File: config.mk
export PLATFORM = sky130hd
export DESIGN_NAME = tick_scheduler
export DESIGN_NICKNAME = d
export VERILOG_FILES = /design/src/rtl/tick_scheduler.sv
export SDC_FILE = /design/constraint.sdc
export NUM_CORES = 1
export LEC_CHECK = 0
export BUFFER_PORTS_ARGS = -buffer_cell sky130_fd_sc_hd__clkbuf_2
export CAP_MARGIN = 10
export CORE_UTILIZATION = 55
export CTS_CLUSTER_SIZE = 28
export DETAILED_ROUTE_END_ITERATION = 7
export PLACE_DENSITY = 0.78
export SLEW_MARGIN = 25
export SYNTH_ARGS = -nofsm -noshare
export SYNTH_HDL_FRONTEND = slang
export SYNTH_SLANG_ARGS = --single-unit
File: constraint.sdc
create_clock -name clk -period 7.83 [get_ports clk]
set_clock_uncertainty 0.05 [all_clocks]
set_input_delay 0.783 -clock clk [delete_from_list [all_inputs] [get_ports clk]]
set_output_delay 0.783 -clock clk [all_outputs]
set_load 0.01 [all_outputs]
File: src/rtl/tick_scheduler.sv
// tick_scheduler: shares one second-tick timer among NUM_CH independent countdown channels.
// Define TICK_SCHED_FIXED_PRIO_EN for fixed-priority arbitration; default is round-robin.

module tick_sched_ch #(
  parameter int CNT_W = 8
) (
  input  logic             clk,
  input  logic             rst_i,
  input  logic             tick,
  input  logic             accept,
  input  logic             cancel,
  input  logic [CNT_W-1:0] seconds,
  output logic             busy,
  output logic             busy_d,
  output logic             expired
);
  logic [CNT_W-1:0] cnt, cnt_d;
  logic             exp_d;

  always_comb begin
    busy_d = busy;
    cnt_d  = cnt;
    exp_d  = 1'b0;
    if (busy) begin
      // cancel beats a coincident final tick
      if (cancel) begin
        busy_d = 1'b0;
      end else if (tick && cnt != '0) begin
        cnt_d = cnt - CNT_W'(1);
        if (cnt == CNT_W'(1)) begin
          busy_d = 1'b0;
          exp_d  = 1'b1;
        end
      end
    end else if (accept) begin
      if (seconds == '0) begin
        exp_d = 1'b1;
      end else begin
        cnt_d  = seconds;
        busy_d = 1'b1;
      end
    end
  end

  always_ff @(posedge clk) begin
    if (rst_i) begin
      busy    <= 1'b0;
      cnt     <= '0;
      expired <= 1'b0;
    end else begin
      busy    <= busy_d;
      cnt     <= cnt_d;
      expired <= exp_d;
    end
  end
endmodule

module tick_scheduler #(
  parameter int NUM_CH = 4,
  parameter int CNT_W  = 8
) (
  input  logic                    clk,
  input  logic                    rst_i,
  input  logic                    second_tick,
  output logic                    timer_enable,
  output logic                    timer_rst,
  input  logic [NUM_CH-1:0]       req_valid,
  input  logic [NUM_CH*CNT_W-1:0] req_seconds,
  output logic [NUM_CH-1:0]       req_ready,
  input  logic [NUM_CH-1:0]       cancel,
  output logic [NUM_CH-1:0]       busy,
  output logic [NUM_CH-1:0]       expired
);
  logic [NUM_CH-1:0] eligible, accept, arm, busy_d;

  assign eligible = req_valid & ~busy & ~cancel;
  assign accept   = req_valid & req_ready;

`ifdef TICK_SCHED_FIXED_PRIO_EN
  always_comb begin
    req_ready = '0;
    for (int i = NUM_CH - 1; i >= 0; i--) begin
      if (eligible[i]) begin
        req_ready    = '0;
        req_ready[i] = 1'b1;
      end
    end
  end
`else
  localparam int PTR_W = (NUM_CH > 1) ? $clog2(NUM_CH) : 1;

  logic [PTR_W-1:0] ptr, ptr_d;
  int               idx;
  logic             found;

  // search starts at ptr and wraps; the pointer parks just past the winner
  always_comb begin
    req_ready = '0;
    ptr_d     = ptr;
    found     = 1'b0;
    idx       = 0;
    for (int k = 0; k < NUM_CH; k++) begin
      idx = int'(ptr) + k;
      if (idx >= NUM_CH) idx = idx - NUM_CH;
      if (!found && eligible[idx]) begin
        found          = 1'b1;
        req_ready[idx] = 1'b1;
        ptr_d          = (idx == NUM_CH - 1) ? '0 : PTR_W'(idx + 1);
      end
    end
  end

  always_ff @(posedge clk) begin
    if (rst_i) ptr <= '0;
    else       ptr <= ptr_d;
  end
`endif

  for (genvar i = 0; i < NUM_CH; i++) begin : g_ch
    logic [CNT_W-1:0] secs;
    assign secs   = req_seconds[i*CNT_W +: CNT_W];
    assign arm[i] = accept[i] && (secs != '0);

    tick_sched_ch #(.CNT_W(CNT_W)) u_ch (
      .clk     (clk),
      .rst_i   (rst_i),
      .tick    (second_tick),
      .accept  (accept[i]),
      .cancel  (cancel[i]),
      .seconds (secs),
      .busy    (busy[i]),
      .busy_d  (busy_d[i]),
      .expired (expired[i])
    );
  end

  // the timer is only re-phased when the first channel arms from an all-idle state
  always_ff @(posedge clk) begin
    if (rst_i) begin
      timer_enable <= 1'b0;
      timer_rst    <= 1'b0;
    end else begin
      timer_enable <= |busy_d;
      timer_rst    <= (|arm) && !(|busy);
    end
  end
endmodule

---- After elaboration in Yosys (flattened, before gate mapping) ----
Cells that the tools add are included.
word-level totals
  bits in registers ....................... 44
  bits of input ports ..................... 43
  output and inout bits ................... 14
  logic and storage cells ................. 221
operators by class
  mux-type cells .......................... 107
  reduce and logical (&&, ||, !) cells .... 44
  bitwise logic cells ..................... 8
  magnitude comparators ................... 12
  equality and inequality tests ........... 20
  add/subtract/negate cells ............... 15
operators by type and width
  kind                   count
  $mux W8                20
  $eq A32 B3 Y1 const B  4
  $ge A32 B1 Y1 const B  4
  $lt A32 B4 Y1 const B  4
  $mux W32               4
  $reduce_bool A8 Y1     8
  $mux W1                63
  $eq A8 B1 Y1 const B   4
  $logic_not A8 Y1       4
  $sub A8 B1 Y8 const B  4
  $logic_and A1 B1 Y1    16
  $mux W2                8
  $mux W4                4
  $ne A2 B2 Y1 const B   8
  $reduce_and A4 Y1      4
  $and A4 B4 Y4          3
  $or A4 B4 Y4           3
  $reduce_or A4 Y1       3
  $sub A3 B3 Y4 const B  3
  $ge A3 B3 Y1 const B   3
  $add A2 B2 Y2 const B  4
  $bmux W1 S2            4
  $demux W1 S2           4
  $ne A2 B1 Y1 const B   4
  other kinds (8)        16

---- Depth between registers and ports, before layout ----
  depth in word-level cells ............... 20
  gate-level depth with buffers ........... 12

---- By module ----
A second synthesis with hierarchy kept.
unflattened totals
  cell total of the unflattened synthesis .. 448
  area, all modules ....................... 3734.8 um^2
by module, submodules not included
  module          area each (um^2)  sequential area each (um^2)  times used  cells an instance
  tick_sched_ch   733.2             200.2                        4           88
  tick_scheduler  802.0             80.1                         1           96

---- Worst setup path after synthesis ----
No wires, ideal clock.
  path kind ............................... register -> output
  start point ............................. register ptr[0]
  end point ............................... output req_ready[0]
  stages on the path, launching flop included .. 10
  arrival ................................. 2.548 ns
  slack ................................... 4.449 ns
  buffers on the path ..................... 2
  cells stage by stage .................... dfxtp_1 buf_2 inv_1 ha_1 buf_2 nor4b_1 nor3_2 o221ai_1 a31oi_1 or2_2
between the ends
  word-level cells in the longest chain between the ends .. 15
ends and longest elaborated chain
  element                                                                 line  source
  start, declared                                                         92    logic [PTR_W-1:0] ptr, ptr_d;
  start signal, assigned                                                  115   else ptr <= ptr_d;
  parallel branches: the longest is 14 deep, another holds $ge A32 B1 Y1  -
  $mux W4 (*)                                                             105   if (!found && eligible[idx]) begin
  end, declared                                                           69    output logic [NUM_CH-1:0] req_ready,
Every way passes the cells marked *. The select of a mux whose other input is x is not followed.

---- Final worst setup path ----
Same ends and word-level chain as after synthesis.

==> impl_metrics.csv <==
group,metric,value,unit
route,postRouteAntennaNets,0,
clock_tree,post_cts_resized,0,
synth,synthesis.nets,527,
hold_path,hold_path_class,"flop to flop",
clock_tree,cts_max_level,2,
timing,relSlewSlack,39.6,%
layout,area_growth,8.18,%
timing,rsz0062_at_grt,"no",
clock_tree,cts_buffer_depth,2,
synth,ys.flop_type,"dfxtp_1",
clock_tree,clk_pin_slew,0.09,ns
critical_path,worstPathArrival,3.59,ns
synth,syn-cell-area,3570,um2
critical_path,reg2reg_slack,3.92,ns
outcome,status,"finished clean",
global_routing,grtUsageTotal,29.1,%
layout,final_util,63.3,%
floorplanning,die_w,82.5,um
global_routing,grt_max_degree,40,
critical_path,cp-start-kind,"flop",
synth,post-synth-top-count-cell,"dfxtp_1",
power_and_ir_drop,peakVddDrop,217,uV
timing,post-route-period-util,56.5,%
critical_path,cp_max_fo,15,
clock_tree,root_buffer,"clkbuf_8",
route,drt-initial-drc-count,177,
synth,netlist_top_cells_count,"dfxtp_1, a21oi_1, nand2_1, nor2_1, nand3_1",
route,drcViolationCount,0,
critical_path,worstPathRequired,7.00,ns
timing,tns,0,ns
timing,drv_slew,0,
synth,synth_area_per_cell,7.64,um2
clock_tree,cts_buffers,5,
floorplanning,dieArea,6810,um2
layout,drive_gt1_share,17.4,%
critical_path,end_kind,"output pin",
synth,ys_seq_elements,44,
run,max-cap-violations,0,
timing,hold_viol_final,0,
synth,yosysUniqueCellTypes,71,
timing,setup_viol,0,
timing,fmax,0.226,GHz
floorplanning,start_util,58.5,%
route,routedWlPerCell,16.4,um
place,hpwl,6940,um
global_routing,grt_pass1_wl,15300,um
synth,ys_top_cells_by_area,"dfxtp_1, ha_1, a21oi_1",
clock_tree,insertion_delay,0.29,ns
place,gp_congestion,0.953,
floorplanning,core_area,6100,um2
layout,final_nets,560,
route,first_pass_iters,4,
clock_tree,cts_tree,"done",
timing,worst_pin_slew,0.906,ns
synth,synth.yosys.seq_area_share,24.7,%
floorplanning,ios,57,
clock_tree,cts_setup_buffers,0,
timing,fin_crit,4.42,ns
global_routing,antenna_found_initial,0,
route,routed_wl,9450,um
clock_tree,holdBufCountCts,0,
floorplanning,dieHeight,82.5,um
route,vias,3688,
floorplanning,num_rows,28,
layout,antenna_cells,0,
global_routing,overflow,0,
place,port_buffers,56,
synth,synth_enable_flop_cells,0,
synth,synth_top_area_cell,"dfxtp_1",
power_and_ir_drop,p_per_area,339,nW/um2
synth,synthCells,467,
synth,ys_async_sr_fraction,0,%
critical_path,path_class,"flop to output pin",
route,vias_per_cell,6.41,
synth,synth_top_cell_area_share,24.7,%
global_routing,grt_pass1_vias,3277,
power_and_ir_drop,p_leak,1.48,nW
clock_tree,clock-sinks,44,
synth,yosysWarnings,0,
metrics by stage:
stage	instance area (um2)	setup slack [ns]	power, mW	std cells	hold slack (ns)
after floorplan	3570	4.45	0.993	467	0.398
after global placement	3760	3.71	1.14	568	0.407
after detailed placement	3780	3.79	1.16	568	0.417
after CTS	3860	3.44	1.30	575	0.432
after global routing	3860	3.13	1.43	575	0.456
final	3860	3.41	1.31	575	0.428
flip-flops by register name, summed over array words and instances, names as in the netlist:
| register | count |
|---|---|
| g_ch.u_ch.expired | 4 |
| ptr | 2 |
| g_ch.u_ch.cnt | 32 |
| timer_rst | 1 |
| timer_enable | 1 |
| g_ch.u_ch.busy | 4 |
cell families after synthesis:
kind of cell / count (synthesis) / share of synthesized area, %
flops: 44 / 24.7
buf+inv: 51 / 7.23
fa+ha+maj: 17 / 5.96
compound gates: 128 / 25.6
mux: 9 / 2.53
simple gates: 218 / 33.9
worst max-delay path, stage by stage (launching register included):
cell,delay [ns]
dfxtp_1,0.67
inv_1,0.29
ha_1,0.58
nor4bb_1,0.54
nor3_2,0.19
o221ai_1,0.41
a31oi_1,0.18
or2_2,0.30
clkbuf_2,0.13
layer usage:
| layer | GRT usage, % | share of wire [%] | wire [um] | up-vias |
|---|---|---|---|---|
| li1 | - | - | - | 1803 |
| met1 | 39.1 | 45 | 4270 | 1742 |
| met2 | 48.5 | 47 | 4430 | 132 |
| met3 | 4.84 | 6.8 | 646 | 11 |
| met4 | 6.72 | 1.1 | 105 | 0 |
| met5 | 0 | 0 | 0 | - |
path summary, 6_finish.rpt:
path / startpoint / endpoint / cells after the start
worst max-delay path: ptr[0]$_SDFFE_PP0P_ / req_ready[0] / 8
worst min-delay path: g_ch[1].u_ch.cnt[7]$_SDFFE_PP0P_ / g_ch[1].u_ch.cnt[7]$_SDFFE_PP0P_ / 2
worst max register to register: ptr[0]$_SDFFE_PP0P_ / g_ch[0].u_ch.cnt[6]$_SDFFE_PP0P_ / 9
worst min register to register: g_ch[1].u_ch.cnt[7]$_SDFFE_PP0P_ / g_ch[1].u_ch.cnt[7]$_SDFFE_PP0P_ / 2
cell usage in the layout, fill, tap and decap left out, drive strengths merged, types with 5 or more instances in the layout:
| cell | instances |
|---|---|
| nand2 | 38 |
| nor2 | 38 |
| o21ai | 19 |
| ha | 17 |
| and3 | 12 |
| inv | 20 |
| dfxtp | 44 |
| nand2b | 10 |
| nand3 | 24 |
| or2 | 11 |
| o211ai | 5 |
| nor4 | 17 |
| mux2i | 9 |
| or3 | 5 |
| a21oi | 42 |
| a21o | 5 |
| nor2b | 11 |
| clkbuf | 61 |
| nor3 | 24 |
| o21a | 6 |
cell type report:
cell class,instances,area [um2]
multi-input combinational,372,2440
fill,576,2240
sequential,44,881
timing repair buffer,56,280
tap,75,93.8
inverter,21,78.8
clock buffer,5,68.8
clock inverter,2,12.5
report_power, final:
part | total, mW | internal, mW | switching [mW]
Clock | 0.141 | 0.0606 | 0.0802
Combinational | 0.785 | 0.318 | 0.467
Sequential | 0.384 | 0.286 | 0.0975
Total | 1.31 | 0.664 | 0.645
Note: power is estimated with default switching activity, not from simulation.
